[src/rtl/openframe_gpio_config_pkg.sv]
// rtl/openframe_gpio_config_pkg.sv - shared constants, state type and helpers for the pad-configuration stage
// Contents: pad/config geometry, config-word bit positions, cfg_count width,
// commit FSM state type and a saturating counter helper.
package openframe_gpio_pkg;

    localparam int NUM_PADS   = 44;
    localparam int CFG_BITS   = 8;
    localparam int TOTAL_BITS = NUM_PADS * CFG_BITS;
    localparam int COUNT_W    = 9;

    // Bit positions inside one pad's configuration word
    localparam int CFG_OE       = 0;
    localparam int CFG_IE       = 1;
    localparam int CFG_SCHMITT  = 2;
    localparam int CFG_SLEW     = 3;
    localparam int CFG_PULLUP   = 4;
    localparam int CFG_PULLDOWN = 5;
    localparam int CFG_DRIVE0   = 6;
    localparam int CFG_DRIVE1   = 7;

    typedef enum logic [1:0] {
        IDLE   = 2'd0,
        SHIFT  = 2'd1,
        COMMIT = 2'd2
    } cfg_state_t;

    // Bit counter that sticks at all-ones so an overlong stream never wraps
    // back to a value that looks like a valid length.
    function automatic logic [COUNT_W-1:0] count_inc(input logic [COUNT_W-1:0] c);
        return (&c) ? c : c + 1'b1;
    endfunction

endpackage

[src/rtl/openframe_gpio_config_if.sv]
// rtl/openframe_gpio_config_if.sv - serial config inputs and pad-control outputs bundle
// Ports (signals): ser_clk/ser_data/ser_strobe async serial inputs, user_out core data,
// gpio_out and the eight gpio_* pad-control vectors, cfg_busy/cfg_error/cfg_count status.
// master: the driver of the serial stream and user_out; slave: the config stage.
interface openframe_gpio_config_if #(
    parameter int NUM_PADS = 44
);
    logic                                   ser_clk;
    logic                                   ser_data;
    logic                                   ser_strobe;
    logic [NUM_PADS-1:0]                    user_out;
    logic [NUM_PADS-1:0]                    gpio_out;
    logic [NUM_PADS-1:0]                    gpio_oe;
    logic [NUM_PADS-1:0]                    gpio_ie;
    logic [NUM_PADS-1:0]                    gpio_schmitt;
    logic [NUM_PADS-1:0]                    gpio_slew;
    logic [NUM_PADS-1:0]                    gpio_pullup;
    logic [NUM_PADS-1:0]                    gpio_pulldown;
    logic [NUM_PADS-1:0]                    gpio_drive0;
    logic [NUM_PADS-1:0]                    gpio_drive1;
    logic                                   cfg_busy;
    logic                                   cfg_error;
    logic [openframe_gpio_pkg::COUNT_W-1:0] cfg_count;

    modport master (
        output ser_clk, ser_data, ser_strobe, user_out,
        input  gpio_out, gpio_oe, gpio_ie, gpio_schmitt, gpio_slew,
               gpio_pullup, gpio_pulldown, gpio_drive0, gpio_drive1,
               cfg_busy, cfg_error, cfg_count
    );

    modport slave (
        input  ser_clk, ser_data, ser_strobe, user_out,
        output gpio_out, gpio_oe, gpio_ie, gpio_schmitt, gpio_slew,
               gpio_pullup, gpio_pulldown, gpio_drive0, gpio_drive1,
               cfg_busy, cfg_error, cfg_count
    );

endinterface

[src/rtl/openframe_gpio_config_sync_edge.sv]
// rtl/openframe_gpio_config_sync_edge.sv - multi-flop synchronizer with registered rising-edge pulse
// Ports: clock, resetb (sync active-low), i_async (pad input),
// o_sync (synchronized level, aligned with o_rise), o_rise (one-cycle rising-edge pulse).
module openframe_sync_edge #(
    parameter int SYNC_STAGES = 2
) (
    input  logic clock,
    input  logic resetb,
    input  logic i_async,
    output logic o_sync,
    output logic o_rise
);

    logic [SYNC_STAGES-1:0] r_sync;
    logic                   r_prev;
    logic                   r_rise;

    always_ff @(posedge clock) begin
        if (!resetb) begin
            r_sync <= '0;
            r_prev <= 1'b0;
            r_rise <= 1'b0;
        end else begin
            r_sync <= {r_sync[SYNC_STAGES-2:0], i_async};
            r_prev <= r_sync[SYNC_STAGES-1];
            r_rise <= r_sync[SYNC_STAGES-1] & ~r_prev;
        end
    end

    // r_prev holds the same sample that produced r_rise, so a data line
    // taken from o_sync lines up with the shift-clock pulse.
    assign o_sync = r_prev;
    assign o_rise = r_rise;

endmodule

[src/rtl/openframe_gpio_config.sv]
// rtl/openframe_gpio_config.sv - serially loaded, strobe-committed GPIO pad configuration
// Ports: clock, resetb (sync active-low), bus (slave modport): serial stream in,
// user_out in, gpio_out and gpio_* pad controls out, cfg_busy/cfg_error/cfg_count status.
module openframe_gpio_config #(
    parameter int                    NUM_PADS     = 44,
    parameter int                    CFG_BITS     = 8,
    parameter int                    SYNC_STAGES  = 2,
    parameter logic [CFG_BITS-1:0]   RESET_CFG    = 8'h02,
    parameter logic [NUM_PADS-1:0]   PROTECT_MASK = '0
) (
    input  logic                   clock,
    input  logic                   resetb,
    openframe_gpio_config_if.slave bus
);

    import openframe_gpio_pkg::*;

    localparam int                 TOT        = NUM_PADS * CFG_BITS;
    localparam logic [COUNT_W-1:0] FULL_COUNT = COUNT_W'(TOT);

    logic w_clk_rise;
    logic w_clk_sync;
    logic w_data_sync;
    logic w_data_rise;
    logic w_strobe_rise;
    logic w_strobe_sync;
    logic w_unused_sync;

    openframe_sync_edge #(.SYNC_STAGES(SYNC_STAGES)) u_sync_clk (
        .clock  (clock),
        .resetb (resetb),
        .i_async(bus.ser_clk),
        .o_sync (w_clk_sync),
        .o_rise (w_clk_rise)
    );

    openframe_sync_edge #(.SYNC_STAGES(SYNC_STAGES)) u_sync_data (
        .clock  (clock),
        .resetb (resetb),
        .i_async(bus.ser_data),
        .o_sync (w_data_sync),
        .o_rise (w_data_rise)
    );

    openframe_sync_edge #(.SYNC_STAGES(SYNC_STAGES)) u_sync_strobe (
        .clock  (clock),
        .resetb (resetb),
        .i_async(bus.ser_strobe),
        .o_sync (w_strobe_sync),
        .o_rise (w_strobe_rise)
    );

    assign w_unused_sync = w_clk_sync | w_data_rise | w_strobe_sync;

    cfg_state_t         r_state;
    logic [TOT-1:0]     r_shadow;
    logic [TOT-1:0]     r_active;
    logic [COUNT_W-1:0] r_count;
    logic               r_error;

    always_ff @(posedge clock) begin
        if (!resetb) begin
            r_state  <= IDLE;
            r_shadow <= {NUM_PADS{RESET_CFG}};
            r_active <= {NUM_PADS{RESET_CFG}};
            r_count  <= '0;
            r_error  <= 1'b0;
        end else begin
            case (r_state)
                IDLE, SHIFT: begin
                    // Strobe takes priority; a coincident shift pulse is dropped.
                    if (w_strobe_rise) begin
                        r_state <= COMMIT;
                    end else if (w_clk_rise) begin
                        r_shadow <= {r_shadow[TOT-2:0], w_data_sync};
                        r_count  <= count_inc(r_count);
                        r_state  <= SHIFT;
                    end
                end
                COMMIT: begin
                    // Only an exact-length stream may reach the pads.
                    if (r_count == FULL_COUNT) begin
                        r_active <= r_shadow;
                        r_error  <= 1'b0;
                    end else begin
                        r_error  <= 1'b1;
                    end
                    r_count <= '0;
                    r_state <= IDLE;
                end
                default: r_state <= IDLE;
            endcase
        end
    end

    logic [NUM_PADS-1:0] w_oe;
    logic [NUM_PADS-1:0] w_ie;
    logic [NUM_PADS-1:0] w_schmitt;
    logic [NUM_PADS-1:0] w_slew;
    logic [NUM_PADS-1:0] w_pullup;
    logic [NUM_PADS-1:0] w_pulldown;
    logic [NUM_PADS-1:0] w_drive0;
    logic [NUM_PADS-1:0] w_drive1;

    for (genvar p = 0; p < NUM_PADS; p++) begin : g_pad
        logic [CFG_BITS-1:0] w_word;
        assign w_word        = r_active[p*CFG_BITS +: CFG_BITS];
        // Protected pads carry the serial interface itself and must stay inputs.
        assign w_oe[p]       = w_word[CFG_OE] & ~PROTECT_MASK[p];
        assign w_ie[p]       = w_word[CFG_IE] |  PROTECT_MASK[p];
        assign w_schmitt[p]  = w_word[CFG_SCHMITT];
        assign w_slew[p]     = w_word[CFG_SLEW];
        assign w_pullup[p]   = w_word[CFG_PULLUP];
        assign w_pulldown[p] = w_word[CFG_PULLDOWN];
        assign w_drive0[p]   = w_word[CFG_DRIVE0];
        assign w_drive1[p]   = w_word[CFG_DRIVE1];
    end

    assign bus.gpio_oe       = w_oe;
    assign bus.gpio_ie       = w_ie;
    assign bus.gpio_schmitt  = w_schmitt;
    assign bus.gpio_slew     = w_slew;
    assign bus.gpio_pullup   = w_pullup;
    assign bus.gpio_pulldown = w_pulldown;
    assign bus.gpio_drive0   = w_drive0;
    assign bus.gpio_drive1   = w_drive1;
    assign bus.gpio_out      = bus.user_out & w_oe;
    assign bus.cfg_busy      = (r_count != '0);
    assign bus.cfg_error     = r_error;
    assign bus.cfg_count     = r_count;

endmodule

[src/flat_wrapper.sv]
// flat-port wrapper written by rule: the top's interface ports become plain ports
module openframe_gpio_config_flat import openframe_gpio_pkg::*;
#(
    parameter int                    NUM_PADS     = 44,
    parameter int                    CFG_BITS     = 8,
    parameter int                    SYNC_STAGES  = 2,
    parameter logic [CFG_BITS-1:0]   RESET_CFG    = 8'h02,
    parameter logic [NUM_PADS-1:0]   PROTECT_MASK = '0
)
  (clock, resetb, bus_ser_clk, bus_ser_data, bus_ser_strobe, bus_user_out, bus_gpio_out, bus_gpio_oe, bus_gpio_ie, bus_gpio_schmitt, bus_gpio_slew, bus_gpio_pullup, bus_gpio_pulldown, bus_gpio_drive0, bus_gpio_drive1, bus_cfg_busy, bus_cfg_error, bus_cfg_count);
  openframe_gpio_config_if #(.NUM_PADS(NUM_PADS)) bus_i ();
  input  logic clock;
  input  logic resetb;
  input wire logic [$bits(bus_i.ser_clk)-1:0] bus_ser_clk;
  input wire logic [$bits(bus_i.ser_data)-1:0] bus_ser_data;
  input wire logic [$bits(bus_i.ser_strobe)-1:0] bus_ser_strobe;
  input wire logic [$bits(bus_i.user_out)-1:0] bus_user_out;
  output wire logic [$bits(bus_i.gpio_out)-1:0] bus_gpio_out;
  output wire logic [$bits(bus_i.gpio_oe)-1:0] bus_gpio_oe;
  output wire logic [$bits(bus_i.gpio_ie)-1:0] bus_gpio_ie;
  output wire logic [$bits(bus_i.gpio_schmitt)-1:0] bus_gpio_schmitt;
  output wire logic [$bits(bus_i.gpio_slew)-1:0] bus_gpio_slew;
  output wire logic [$bits(bus_i.gpio_pullup)-1:0] bus_gpio_pullup;
  output wire logic [$bits(bus_i.gpio_pulldown)-1:0] bus_gpio_pulldown;
  output wire logic [$bits(bus_i.gpio_drive0)-1:0] bus_gpio_drive0;
  output wire logic [$bits(bus_i.gpio_drive1)-1:0] bus_gpio_drive1;
  output wire logic [$bits(bus_i.cfg_busy)-1:0] bus_cfg_busy;
  output wire logic [$bits(bus_i.cfg_error)-1:0] bus_cfg_error;
  output wire logic [$bits(bus_i.cfg_count)-1:0] bus_cfg_count;
  assign bus_i.ser_clk = bus_ser_clk;
  assign bus_i.ser_data = bus_ser_data;
  assign bus_i.ser_strobe = bus_ser_strobe;
  assign bus_i.user_out = bus_user_out;
  assign bus_gpio_out = bus_i.gpio_out;
  assign bus_gpio_oe = bus_i.gpio_oe;
  assign bus_gpio_ie = bus_i.gpio_ie;
  assign bus_gpio_schmitt = bus_i.gpio_schmitt;
  assign bus_gpio_slew = bus_i.gpio_slew;
  assign bus_gpio_pullup = bus_i.gpio_pullup;
  assign bus_gpio_pulldown = bus_i.gpio_pulldown;
  assign bus_gpio_drive0 = bus_i.gpio_drive0;
  assign bus_gpio_drive1 = bus_i.gpio_drive1;
  assign bus_cfg_busy = bus_i.cfg_busy;
  assign bus_cfg_error = bus_i.cfg_error;
  assign bus_cfg_count = bus_i.cfg_count;
  openframe_gpio_config #(.NUM_PADS(NUM_PADS), .CFG_BITS(CFG_BITS), .SYNC_STAGES(SYNC_STAGES), .RESET_CFG(RESET_CFG), .PROTECT_MASK(PROTECT_MASK)) u_core (.clock(clock), .resetb(resetb), .bus(bus_i));
endmodule
[config.mk]
export PLATFORM = sky130hd
export DESIGN_NAME = openframe_gpio_config_flat
export DESIGN_NICKNAME = d
export VERILOG_FILES = /design/src/rtl/openframe_gpio_config_pkg.sv /design/src/rtl/openframe_gpio_config_if.sv /design/src/rtl/openframe_gpio_config_sync_edge.sv /design/src/rtl/openframe_gpio_config.sv /design/src/flat_wrapper.sv
export SDC_FILE = /design/constraint.sdc
export NUM_CORES = 1
export LEC_CHECK = 0
export CORE_MARGIN = 3
export CORE_UTILIZATION = 55
export CTS_CLUSTER_DIAMETER = 200
export CTS_CLUSTER_SIZE = 10
export DETAILED_ROUTE_END_ITERATION = 12
export PLACE_DENSITY = 0.82
export SETUP_SLACK_MARGIN = 0.5
export SYNTH_ARGS = -nofsm -noshare
export SYNTH_HDL_FRONTEND = slang
export SYNTH_SLANG_ARGS = --single-unit
[constraint.sdc]
create_clock -name clock -period 4.2 [get_ports clock]
set_clock_uncertainty 0.05 [all_clocks]
set_input_delay 0.84 -clock clock [delete_from_list [all_inputs] [get_ports clock]]
set_output_delay 0.84 -clock clock [all_outputs]
set_load 0.1 [all_outputs]
==> flow_metrics.tcl <==
set metrics [dict create \
    status "finished clean" \
    worstSetupPathType "flop to output port" \
    mostFrequentLayoutCells "nand2_1, dfxtp_1, clkdlybuf4s50_1" \
    synthToLayoutAreaGrowth_pct 23.4 \
    min-delay-start "u_core.u_sync_clk.o_sync" \
    die_w_microns 232 \
    numPlacedInstances 4107 \
    vias 22000 \
    cp.arrival_ns 2.60 \
    dieArea_sq_um 53900 \
    slew_viol_final 0 \
    reg2reg_depth 4 \
    cts_buffer_depth 3 \
    place_area_sq_um 32600 \
    cts_buffers 82 \
    synth_area_sq_um 28100 \
    synth.avg_cell_area_sq_um 8.81 \
    htreeDepth 3 \
    ys_ff_latch 727 \
    holdPathEnd "u_core.u_sync_clk.o_rise" \
    final_core_util_pct 69.0 \
    final_common_cell "nand2_1" \
    grt_setup_unrepaired "no" \
    start_util_pct 55.9 \
    clk_pin_slew_ns 0.05 \
    synth_cell_types 34 \
    start_kind "flop" \
    maxSlewHeadroom_pct 26.4 \
    grt_max_degree 195 \
    synth_area_leaders "dfxtp_1, nand2_1, mux2i_1, a21boi_0, nor2b_1" \
    hold_buffers 0 \
    cap_violations 0 \
    cts_tree "done" \
    port_buffers 455 \
    yosysWarnings 0 \
    cts-root-buf "clkbuf_16" \
    cp_cell_sequence "inv_1 > ha_1 > nand3_1 > clkdlybuf4s50_1" \
    ios 456 \
    hold-path-cell-count 1 \
    cellLeakagePower_nw 11.3 \
    grt_usage_pct 23.6 \
    worst_pin_slew_ns 1.10 \
    first_pass_iters 5 \
    final_layout_size_suffix_gt1_share_pct 4.71 \
    dp_hpwl_microns 42100 \
    tns_ns 0 \
    antenna-diode-count 0 \
    final.min_clock_period_ns 3.49 \
    wl_per_cell_microns 15.7 \
    drt_iter0_drc 1470 \
    post-route-period-util_pct 83.0 \
    grt_antenna_before_repair 0 \
    globalRoute.totalOverflow 0 \
    finalInstanceArea_sq_um 34700 \
    grt_pass1_vias 21500 \
    slowest_stage "clkdlybuf4s50_1" \
    fin_ws_ns 0.713 \
    syn_nets 3245 \
    yosys.area.top_type_share_pct 51.7 \
    r2r-start "u_core.bus.cfg_count[3]" \
    totalWireLength_microns 65900 \
    p_per_area_nw_per_um2 384 \
    postSynthCellCount 3193 \
    grt_first_pass_wirelength_microns 106000 \
    crit_fanout 5 \
    dp_slack_ns 1.33 \
    critPathRequiredTime_ns 3.31 \
    cts_sinks 727 \
    routed_via_density 5.24 \
    reg2reg_slack_ns 1.60 \
    hold_path.class "flop to flop" \
    fin_nets 3571 \
    rows 82 \
    ir_drop_uv 317 \
    die_y_microns 232 \
    synth_area_leader_cell "dfxtp_1" \
    finalHoldViolCount 0 \
    cts_resized 0 \
    post-cts-setup-buffer-count 0 \
    fmax_ghz 0.287 \
    endpoint_kind "output port" \
    worstSkewPairLatency_ns 0.59 \
    ant_nets 0 \
    place_congestion 0.820 \
    layout.cells.non_filler 4194 \
    ys_seq_area_share_pct 51.7 \
    max_stage_delay_ns 1.14 \
    drcViolationCount 0 \
    reg2reg_to "u_core.r_active[153]" \
    setup_viol 0 \
    core_area_sq_um 50400 \
]
-- power breakdown --
| group | internal [mW] | leakage, nW | total [mW] | switching, mW |
|---|---|---|---|---|
| clock | 3.47 | 1.04 | 5.99 | 2.52 |
| combinational | 0.139 | 4.42 | 0.371 | 0.232 |
| sequential | 6.94 | 5.86 | 6.97 | 0.0276 |
| total | 10.5 | 11.3 | 13.3 | 2.78 |
-- registers in the layout, indices dropped and copies added (netlist names) --
signal                       count
u_core.u_sync_clk.o_sync         1
u_core.u_sync_strobe.r_sync      2
u_core.u_sync_data.o_sync        1
u_core.r_active                352
u_core.r_shadow                352
u_core.u_sync_strobe.o_sync      1
u_core.u_sync_strobe.o_rise      1
u_core.u_sync_clk.r_sync         2
u_core.r_state                   2
u_core.u_sync_clk.o_rise         1
u_core.bus.cfg_count             9
u_core.u_sync_data.r_sync        2
u_core.bus.cfg_error             1
-- cell families (layout without fill, tap and decap cells) --
logic type,count (synthesis),in the layout,share of synthesized area (%)
compound gates,316,316,8.49
xor+xnor,1,1,0.0311
fa+ha+maj,3,3,0.133
buf+inv,244,573,4.51
flops,727,727,51.7
mux,359,359,12.8
simple gates,1543,1543,22.3
-- synth_stat cells (all sizes together) --
cell type	n
a2111oi	1
a211oi	2
a21boi	309
a21oi	2
and2	53
and4	1
and4b	1
buf	97
clkbuf	144
dfxtp	727
ha	3
inv	3
mux2i	359
nand2	1322
nand2b	1
nand3	55
nand3b	4
nand4	2
nor2	6
nor2b	91
nor3	1
nor3b	2
nor4	1
nor4b	1
o211ai	1
o21ba	1
or3b	1
or4b	1
xnor2	1
-- per-layer routing --
| layer | share of wire, % | GRT usage, % | routed length (microns) | vias to the layer above |
|---|---|---|---|---|
| met4 | 2.7 | 7.98 | 1760 | 0 |
| met3 | 5.6 | 4.62 | 3720 | 108 |
| met2 | 50 | 41.1 | 32600 | 541 |
| met5 | 0 | 0 | 0 | - |
| met1 | 42 | 29.4 | 27800 | 10500 |
| li1 | - | - | - | 10800 |
-- critical path, delay by kind of cell, from the launching register on --
family | cells | cell delay (ns)
adders and majority gates | 1 | 0.25
DFF | 1 | 0.41
and+or+nand+nor | 1 | 0.08
buffers and inverters | 2 | 1.28
-- area by class of cell --
class,instances,area [sq um]
flip-flops and latches,727,14600
clock inverters,4,31.3
clock buffers,83,2080
well taps,672,841
repair buffers,483,4900
inverters,3,11.3
multi-input cells,2222,12300
fillers,3768,15600
-- worst max path at each step --
stage,start,endpoint,slack (ns),depth (start not counted)
2_1_floorplan,u_core.bus.cfg_count[0],bus_cfg_busy,1.10,3
3_3_place_gp,u_core.bus.cfg_count[0],bus_cfg_busy,1.36,4
3_5_place_dp,u_core.bus.cfg_count[0],bus_cfg_busy,1.33,4
4_1_cts,u_core.bus.cfg_count[0],bus_cfg_busy,0.68,4
5_1_grt,u_core.bus.cfg_count[0],bus_cfg_busy,0.60,4
6_report,u_core.bus.cfg_count[0],bus_cfg_busy,0.71,4
-- per-stage QoR --
step / total power, mW / hold WS, ns
final: 13.3 / 0.336
after global routing: 13.7 / 0.352
after CTS: 13.4 / 0.340
after detailed placement: 7.48 / 0.329
after global placement: 7.47 / 0.325
after floorplan: 7.37 / 0.317
(Power assumes the default switching activity.)
